File: config.mk
export PLATFORM = sky130hd
export DESIGN_NAME = uc_arbitro_mem_tiro
export DESIGN_NICKNAME = d
export VERILOG_FILES = /design/src/rtl/uc_arbitro_mem_tiro_pkg.sv /design/src/rtl/uc_arbitro_mem_tiro_contador.sv /design/src/rtl/uc_arbitro_mem_tiro.sv
export SDC_FILE = /design/constraint.sdc
export NUM_CORES = 1
export LEC_CHECK = 0
export CORE_AREA = 2 2 39 41
export CTS_BUF_LIST = sky130_fd_sc_hd__clkbuf_4 sky130_fd_sc_hd__clkbuf_8
export DETAILED_ROUTE_END_ITERATION = 12
export DIE_AREA = 0 0 41 43
export GPL_TIMING_DRIVEN = 1
export PLACE_DENSITY = 0.71
export SLEW_MARGIN = 20
export SYNTH_ARGS = -nofsm -noshare
export SYNTH_HDL_FRONTEND = slang
export SYNTH_SLANG_ARGS = --single-unit
File: constraint.sdc
create_clock -name clock -period 1.3 [get_ports clock]
set_clock_uncertainty 0.2 [all_clocks]
set_input_delay 0.26 -clock clock [delete_from_list [all_inputs] [get_ports clock]]
set_output_delay 0.26 -clock clock [all_outputs]
set_load 0.01 [all_outputs]
File: src/rtl/uc_arbitro_mem_tiro_pkg.sv
// -----------------------------------------------------------------------------
// uc_arbitro_mem_tiro_pkg
// Shared definitions for the shot-memory arbiter control unit.
//   - DB_* : 4-bit codes shown on the hex debug display (db_estado)
//   - estado_t : FSM state encoding, identical to the debug codes so the
//                state register can be exported directly
// -----------------------------------------------------------------------------
package uc_arbitro_mem_tiro_pkg;

    localparam logic [3:0] DB_INICIAL = 4'd0;
    localparam logic [3:0] DB_ESPERA  = 4'd1;
    localparam logic [3:0] DB_CONCEDE = 4'd2;
    localparam logic [3:0] DB_LE_TIRO = 4'd3;
    localparam logic [3:0] DB_ESCREVE = 4'd4;
    localparam logic [3:0] DB_FIM     = 4'd5;

    typedef enum logic [3:0] {
        ST_INICIAL = DB_INICIAL,
        ST_ESPERA  = DB_ESPERA,
        ST_CONCEDE = DB_CONCEDE,
        ST_LE_TIRO = DB_LE_TIRO,
        ST_ESCREVE = DB_ESCREVE,
        ST_FIM     = DB_FIM
    } estado_t;

endpackage

File: src/rtl/uc_arbitro_mem_tiro_contador.sv
// -----------------------------------------------------------------------------
// contador_slot_tiro
// Modulo-N_TIROS slot index counter used by the movement sweep.
// Ports:
//   clock  : system clock
//   reset  : synchronous, active-low reset (clears the index)
//   limpa  : clear index to 0 (sweep start)
//   conta  : advance index by one; holds at N_TIROS-1
//   valor  : current slot index
//   ultimo : terminal count, high when valor == N_TIROS-1
// -----------------------------------------------------------------------------
module contador_slot_tiro
    import uc_arbitro_mem_tiro_pkg::*;
#(
    parameter int N_TIROS = 4,
    parameter int ADDR_W  = 2
) (
    input  logic              clock,
    input  logic              reset,
    input  logic              limpa,
    input  logic              conta,
    output logic [ADDR_W-1:0] valor,
    output logic              ultimo
);

    localparam logic [ADDR_W-1:0] ULTIMO_IDX = ADDR_W'(N_TIROS - 1);

    logic [ADDR_W-1:0] valor_q;
    logic [ADDR_W-1:0] valor_d;

    // Saturating at the last slot keeps the index inside the memory even if
    // conta were asserted on the terminal slot; only limpa/reset return to 0.
    always_comb begin
        valor_d = valor_q;
        if (limpa) begin
            valor_d = '0;
        end else if (conta && (valor_q != ULTIMO_IDX)) begin
            valor_d = valor_q + ADDR_W'(1);
        end
    end

    always_ff @(posedge clock) begin
        if (!reset) begin
            valor_q <= '0;
        end else begin
            valor_q <= valor_d;
        end
    end

    assign valor  = valor_q;
    assign ultimo = (valor_q == ULTIMO_IDX);

endmodule

File: src/rtl/uc_arbitro_mem_tiro.sv
// -----------------------------------------------------------------------------
// uc_arbitro_mem_tiro
// Control unit owning the shot memory. It shares the memory between the
// shot-register control unit (req/gnt/done handshake) and a per-frame
// movement sweep that it sequences itself (read slot, write back if active).
// Ports:
//   clock, reset            : clock, synchronous active-low reset
//   inicia_atualizacao      : 1-cycle frame tick requesting a sweep
//   req_registra            : level request from shot-register unit
//   tiro_registrado         : done pulse from shot-register unit
//   tiro_ativo              : active bit of the slot read last cycle
//   gnt_registra            : memory granted to shot-register unit
//   sel_end_varredura       : address mux select (1 = sweep address)
//   endereco_tiro           : sweep slot address
//   le_mem_tiro             : read strobe for the current slot
//   escreve_mem_tiro        : write-enable for the moved shot
//   atualiza_pos            : datapath computes new position
//   atualizando             : high throughout the sweep
//   atualizacao_concluida   : 1-cycle pulse at sweep end
//   overrun                 : sticky, tick arrived during a sweep
//   db_estado               : state code for the debug display
// -----------------------------------------------------------------------------
module uc_arbitro_mem_tiro
    import uc_arbitro_mem_tiro_pkg::*;
#(
    parameter int N_TIROS = 4,
    parameter int ADDR_W  = 2
) (
    input  logic              clock,
    input  logic              reset,
    input  logic              inicia_atualizacao,
    input  logic              req_registra,
    input  logic              tiro_registrado,
    input  logic              tiro_ativo,
    output logic              gnt_registra,
    output logic              sel_end_varredura,
    output logic [ADDR_W-1:0] endereco_tiro,
    output logic              le_mem_tiro,
    output logic              escreve_mem_tiro,
    output logic              atualiza_pos,
    output logic              atualizando,
    output logic              atualizacao_concluida,
    output logic              overrun,
    output logic [3:0]        db_estado
);

    estado_t state_q, state_d;
    logic    pendente_q, pendente_d;
    logic    overrun_q, overrun_d;
    logic    idx_limpa, idx_conta, idx_ultimo;

    contador_slot_tiro #(
        .N_TIROS (N_TIROS),
        .ADDR_W  (ADDR_W)
    ) u_contador (
        .clock  (clock),
        .reset  (reset),
        .limpa  (idx_limpa),
        .conta  (idx_conta),
        .valor  (endereco_tiro),
        .ultimo (idx_ultimo)
    );

    always_ff @(posedge clock) begin
        if (!reset) begin
            state_q    <= ST_INICIAL;
            pendente_q <= 1'b0;
            overrun_q  <= 1'b0;
        end else begin
            state_q    <= state_d;
            pendente_q <= pendente_d;
            overrun_q  <= overrun_d;
        end
    end

    always_comb begin
        state_d               = state_q;
        pendente_d            = pendente_q;
        overrun_d             = overrun_q;
        idx_limpa             = 1'b0;
        idx_conta             = 1'b0;
        gnt_registra          = 1'b0;
        sel_end_varredura     = 1'b0;
        le_mem_tiro           = 1'b0;
        escreve_mem_tiro      = 1'b0;
        atualiza_pos          = 1'b0;
        atualizando           = 1'b0;
        atualizacao_concluida = 1'b0;

        case (state_q)
            ST_INICIAL: begin
                state_d = ST_ESPERA;
            end
            ST_ESPERA: begin
                // Sweep has priority over a registration request on the same edge.
                if (inicia_atualizacao || pendente_q) begin
                    state_d   = ST_LE_TIRO;
                    idx_limpa = 1'b1;
                end else if (req_registra) begin
                    state_d = ST_CONCEDE;
                end
            end
            ST_CONCEDE: begin
                gnt_registra = 1'b1;
                // A tick here is remembered rather than pre-empting the grant.
                if (inicia_atualizacao) begin
                    pendente_d = 1'b1;
                end
                if (tiro_registrado || !req_registra) begin
                    state_d = ST_ESPERA;
                end
            end
            ST_LE_TIRO: begin
                sel_end_varredura = 1'b1;
                le_mem_tiro       = 1'b1;
                atualizando       = 1'b1;
                pendente_d        = 1'b0;
                if (inicia_atualizacao) begin
                    overrun_d = 1'b1;
                end
                state_d = ST_ESCREVE;
            end
            ST_ESCREVE: begin
                sel_end_varredura = 1'b1;
                atualizando       = 1'b1;
                escreve_mem_tiro  = tiro_ativo;
                atualiza_pos      = tiro_ativo;
                if (inicia_atualizacao) begin
                    overrun_d = 1'b1;
                end
                if (idx_ultimo) begin
                    state_d = ST_FIM;
                end else begin
                    idx_conta = 1'b1;
                    state_d   = ST_LE_TIRO;
                end
            end
            ST_FIM: begin
                atualizacao_concluida = 1'b1;
                if (inicia_atualizacao) begin
                    overrun_d = 1'b1;
                end
                state_d = ST_ESPERA;
            end
            default: begin
                state_d = ST_INICIAL;
            end
        endcase
    end

    assign overrun   = overrun_q;
    assign db_estado = state_q;

endmodule
# Word level (Yosys, flattened, before mapping)
# Cells that the tools add are included.
word_totals:
  regBits: 8
  inputBits: 6
  output_inout_bits: 14
  word_cells: 45
classes:
  add_sub_neg: 1
  n_eq_ne: 10
  mux: 16
  bitwise: 1
  n_reduce_logical: 13
op_table:
  columns: ["cell", "n"]
  rows:
  - ["4-bit case mux with 5 select lines", 1]
  - ["4-bit 2-to-1 mux", 3]
  - ["1-bit 2-to-1 mux", 10]
  - ["4-bit by 2-bit == test with 1-bit output, second input constant", 2]
  - ["4-bit by 3-bit == test with 1-bit output, second input constant", 2]
  - ["2-bit != test, second input constant", 3]
  - ["2-bit AND reduction", 3]
  - ["2-bit OR reduction", 3]
  - ["4-bit by 1-bit == test with 1-bit output, second input constant", 1]
  - ["4-bit logical NOT", 1]
  - ["3-bit 2-to-1 mux", 1]
  - ["3-bit != test, second input constant", 1]
  - ["3-bit OR reduction", 1]
  - ["2-bit by 1-bit adder with 2-bit output, second input constant", 1]
  - ["2-bit == test, second input constant", 1]
  - ["1-bit logical OR", 2]
  - ["1-bit case mux with 2 select lines", 1]
  - ["2-bit nonzero test", 1]
  - ["1-bit logical AND", 1]
  - ["1-bit logical NOT", 1]
  - ["1-bit inverter", 1]

# Longest topological paths before layout
logic_depth:
  depth_word: 4
  ltp_mapped: 4
  mapped_depth_nobuf: 4

# Cells and area by module
# Synthesis repeated with hierarchy kept, for this count alone.
unflattened:
  cells_unflattened: 50
  hier_area_um2: 417.9
by_module_without_submodules:
  columns: ["module", "instances", "cells_per_inst", "area_each_um2", "seq_area_each_um2"]
  rows:
  - ["uc_arbitro_mem_tiro", 1, 41, 319.1, 100.1]
  - ["contador_slot_tiro", 1, 9, 98.8, 40.0]

# Least setup slack after synthesis
# OpenSTA, ideal clock, no wires.
synth_path:
  path_type: "reg2out"
  from: "register state_q[2] (netlist: db_estado[2])"
  to: "output sel_end_varredura"
  arrival_ns: 1.011
  t_required_ns: 0.840
  setup_slack_ns: -0.171
  path_stages_with_launch: 5
  n_path_buf: 2
  path_cell_list: "dfxtp_1 > buf_2 > nand3b_1 > nand2_1 > buf_4"
synth_between:
  elab_chain_len: 3
  elab_cells_between_ends: 4
  classes_between: "eq/ne (2); mux (1); reduce/logical (1)"
synth_rtl:
  columns: ["element", "line_no", "rtl"]
  rows:
  - ["from (decl)", "uc_arbitro_mem_tiro.sv:47", "estado_t state_q, state_d;"]
  - ["from (signal assigned)", "uc_arbitro_mem_tiro.sv:70", "state_q <= state_d;"]
  - ["4-bit by 3-bit == test with 1-bit output or 4-bit by 2-bit == test with 1-bit output (tied branches)", null, null]
  - ["2-bit OR reduction (no source line) *", null, null]
  - ["1-bit 2-to-1 mux *", null, null]
  - ["to (decl)", "uc_arbitro_mem_tiro.sv:36", "output logic sel_end_varredura,"]
# Mark *: on every way between the ends. The rest lies on a longest branch, timed or not.

# Worst setup path in the final report
layout_path:
  from: "register state_q[2] (netlist: db_estado[2])"
  to: "output sel_end_varredura"
layout_between:
  elab_chain_len: 3
  elab_cells_between_ends: 4
  classes_between: "eq/ne (2); mux (1); reduce/logical (1)"
layout_rtl:
  columns: ["element", "line_no", "rtl"]
  rows:
  - ["4-bit by 3-bit == test with 1-bit output or 4-bit by 2-bit == test with 1-bit output (tied branches)", "uc_arbitro_mem_tiro.sv:90", "case (state_q)"]
  - ["2-bit OR reduction (no source line) *", null, null]
  - ["1-bit 2-to-1 mux *", "uc_arbitro_mem_tiro.sv:90", null]
# Marks and branches as above.

==> out/results.ini <==
[global_route]
antenna_found_initial=0
grt_max_degree=7
grt_use_met3_pct=3.66
grtUsageTotal_pct=14.4
grt_overflow=0
grt_pass1_vias=398
busiest_layer=met2
use_met2_pct=22.8
met1_usage_pct=17.5
grt_first_pass_wirelength_mm=1.72

[pwr]
p_per_area_mw_per_mm2=770
p_leak_nw=0.372
finalPower_mw=0.633
ir_drop_v=0.000507

[synth]
synthTopCellsByArea=dfxtp_1 (36%), nor4b_4 (6.1%), buf_4 (5.7%)
async_reset_ff_share_pct=0
postSynthCellCount=47
synth_fp_nets=54
synth_cell_types=25
yosysTopAreaCell=dfxtp_1
synth_warnings=0
synth_ff_type=dfxtp_1
ys_ff_latch=7
synth-edff-count=0
synth.avg_cell_area_um2=8.36
yosysSeqAreaShare_pct=35.7
synth_top_area_share_pct=35.7
netlist_area_um2=393

[layout]
seqCellArea_um2=154
finalInstanceArea_um2=822
n_fill_cell=124
layout_common_cells=buf_4 (13), buf_6 (12)
area_growth_pct=109
final_common_cell=buf_4
stdcell_count=99
n_antenna_cell=0
drive_above_1_share_pct=65.1
multi_input_area_um2=285
layout.nets=91

[setup_path]
worstSetupPathDepth=4
path_cells=nand3b_1 > buf_6 > nand2_4 > buf_6
end_kind=output pin
critPathSlowestCell=dfxtp_4
r2r_setup_slack_ns=-0.17
worstRegToRegCells=7
critPathBufInv=2
crit_start=db_estado[2]
regToRegStartpoint=db_estado[2]
crit_type=register to output pin
cp-start-kind=register
crit_required_ns=0.84
critical-path-top-delay-family=flip-flops
worst_ep_arrival_time_ns=1.12
cp_common_cell=buf_6
crit_path_max_incr_delay_ns=0.36
cp_max_fo=6

[drt]
drt_wl_total_mm=1.25
drtAntennaViolNets=0
vias_per_cell=4.62
dr.pass1.iters=4
route.vias.total=457
drtIter0Drc=6
drc=0
drt-wirelength-per-cell_um=12.6

[hold_path]
hold_class=primary input to register
hold_path_startpoint=inicia_atualizacao
worstHoldPathCells=3

[place]
place.gp.congestion=0.770
dp.cells=87
dp_slack_ns=-0.581
dp_hpwl_um=785
port_buffers=18
placed_area_um2=679

[cts]
cts_tree=done
clkSinkCount=7
cts_inserted_buffers=3
cts_buffer_depth=2
clk_pin_slew_ns=0.05
cts_hold_buf=0
h-tree-depth=1
clockRootBuffer=clkbuf_4
clk_latency_ns=0.24

[timing]
rsz0062_at_grt=true
layout_min_cycle_time_ns=1.58
fmax_ghz=0.632
hold_viol=0
post-route-period-util_pct=122
fin_ws_ns=-0.283
finalMaxSlewViolations=0
setup_viol=14
hold_slack_ns=0.199

[die]
rows=14
die_w_um=41
ios=20
start_util_pct=28.4
fp.dieH_um=43
dieArea_mm2=0.00176
core_mm2=0.00138

[outcome]
status=finished with violations
violations=setup timing

[run]
maxCapViolCount=0

-- what timing repair did --
| item | CTS | global route |
|---|---|---|
| resized for setup | 64 | 14 |
| buffers inserted | 5 | 3 |
| setup endpoints to repair | 17 | 17 |
| hold endpoints to repair | 0 | 0 |
| gates cloned | 0 | 0 |
| pin swaps | 3 | 3 |
-- metrics by stage --
stage	util [%]	setup TNS, ns
2_1_floorplan	-	-0.241
3_3_place_gp	49.1	-4.13
3_5_place_dp	49.1	-4.20
4_1_cts	54.8	-1.94
5_1_grt	59.4	-3.00
6_report	59.4	-2.42
-- routing by layer --
metal / part of all wire [%] / up-vias / wire length (um)
met5: 0 / - / 0
met4: 0.48 / 0 / 6
met3: 6.7 / 2 / 84
met2: 56 / 17 / 701
met1: 37 / 210 / 457
li1: - / 228 / -
-- worst paths after layout --
| kind | to |
|---|---|
| max | sel_end_varredura |
| min | pendente_q |
| max reg2reg | pendente_q |
| min reg2reg | pendente_q |
-- tightest hold or removal path, cell delays in order --
cell and delay [ns]:
dlymetal6s2s_1 0.16, a31oi_1 0.11, nor2_1 0.08
-- synth_stat cells, drive strengths merged (2+ instances only) --
cell type,n
dfxtp,7
nor2,6
buf,4
inv,3
nand2,3
a21oi,2
a31oi,2
and3,2
nor3,2
o21ai,2
o31a,2
-- state kept, by name, indices dropped and copies added, names as in the netlist --
signal	count
db_estado	3
u_contador.valor	2
overrun	1
pendente_q	1
-- kinds of logic after synthesis --
family | share of synthesized area [%]
buffers and inverters | 9.87
multiplexers | 2.55
XOR/XNOR | 2.23
other | 0.954
adder cells (fa/ha/maj) | 3.18
flip-flops | 35.7
AO/OA/AOI/OAI | 14.6
AND/OR/NAND/NOR | 30.9
-- layout make-up --
| cell class | count | area share (%) |
|---|---|---|
| Clock buffer | 4 | 3.65 |
| Inverter | 3 | 1.37 |
| Multi-Input combinational cell | 33 | 34.7 |
| Sequential cell | 7 | 18.7 |
| Tap cell | 16 | 2.44 |
| Timing Repair Buffer | 36 | 39.1 |
-- power breakdown --
| group | internal (mW) | total [mW] | switching [mW] |
|---|---|---|---|
| clock network | 0.138 | 0.216 | 0.0779 |
| logic | 0.105 | 0.179 | 0.0736 |
| registers | 0.223 | 0.238 | 0.0155 |
| total | 0.466 | 0.633 | 0.167 |
(Power assumes the default switching activity.)
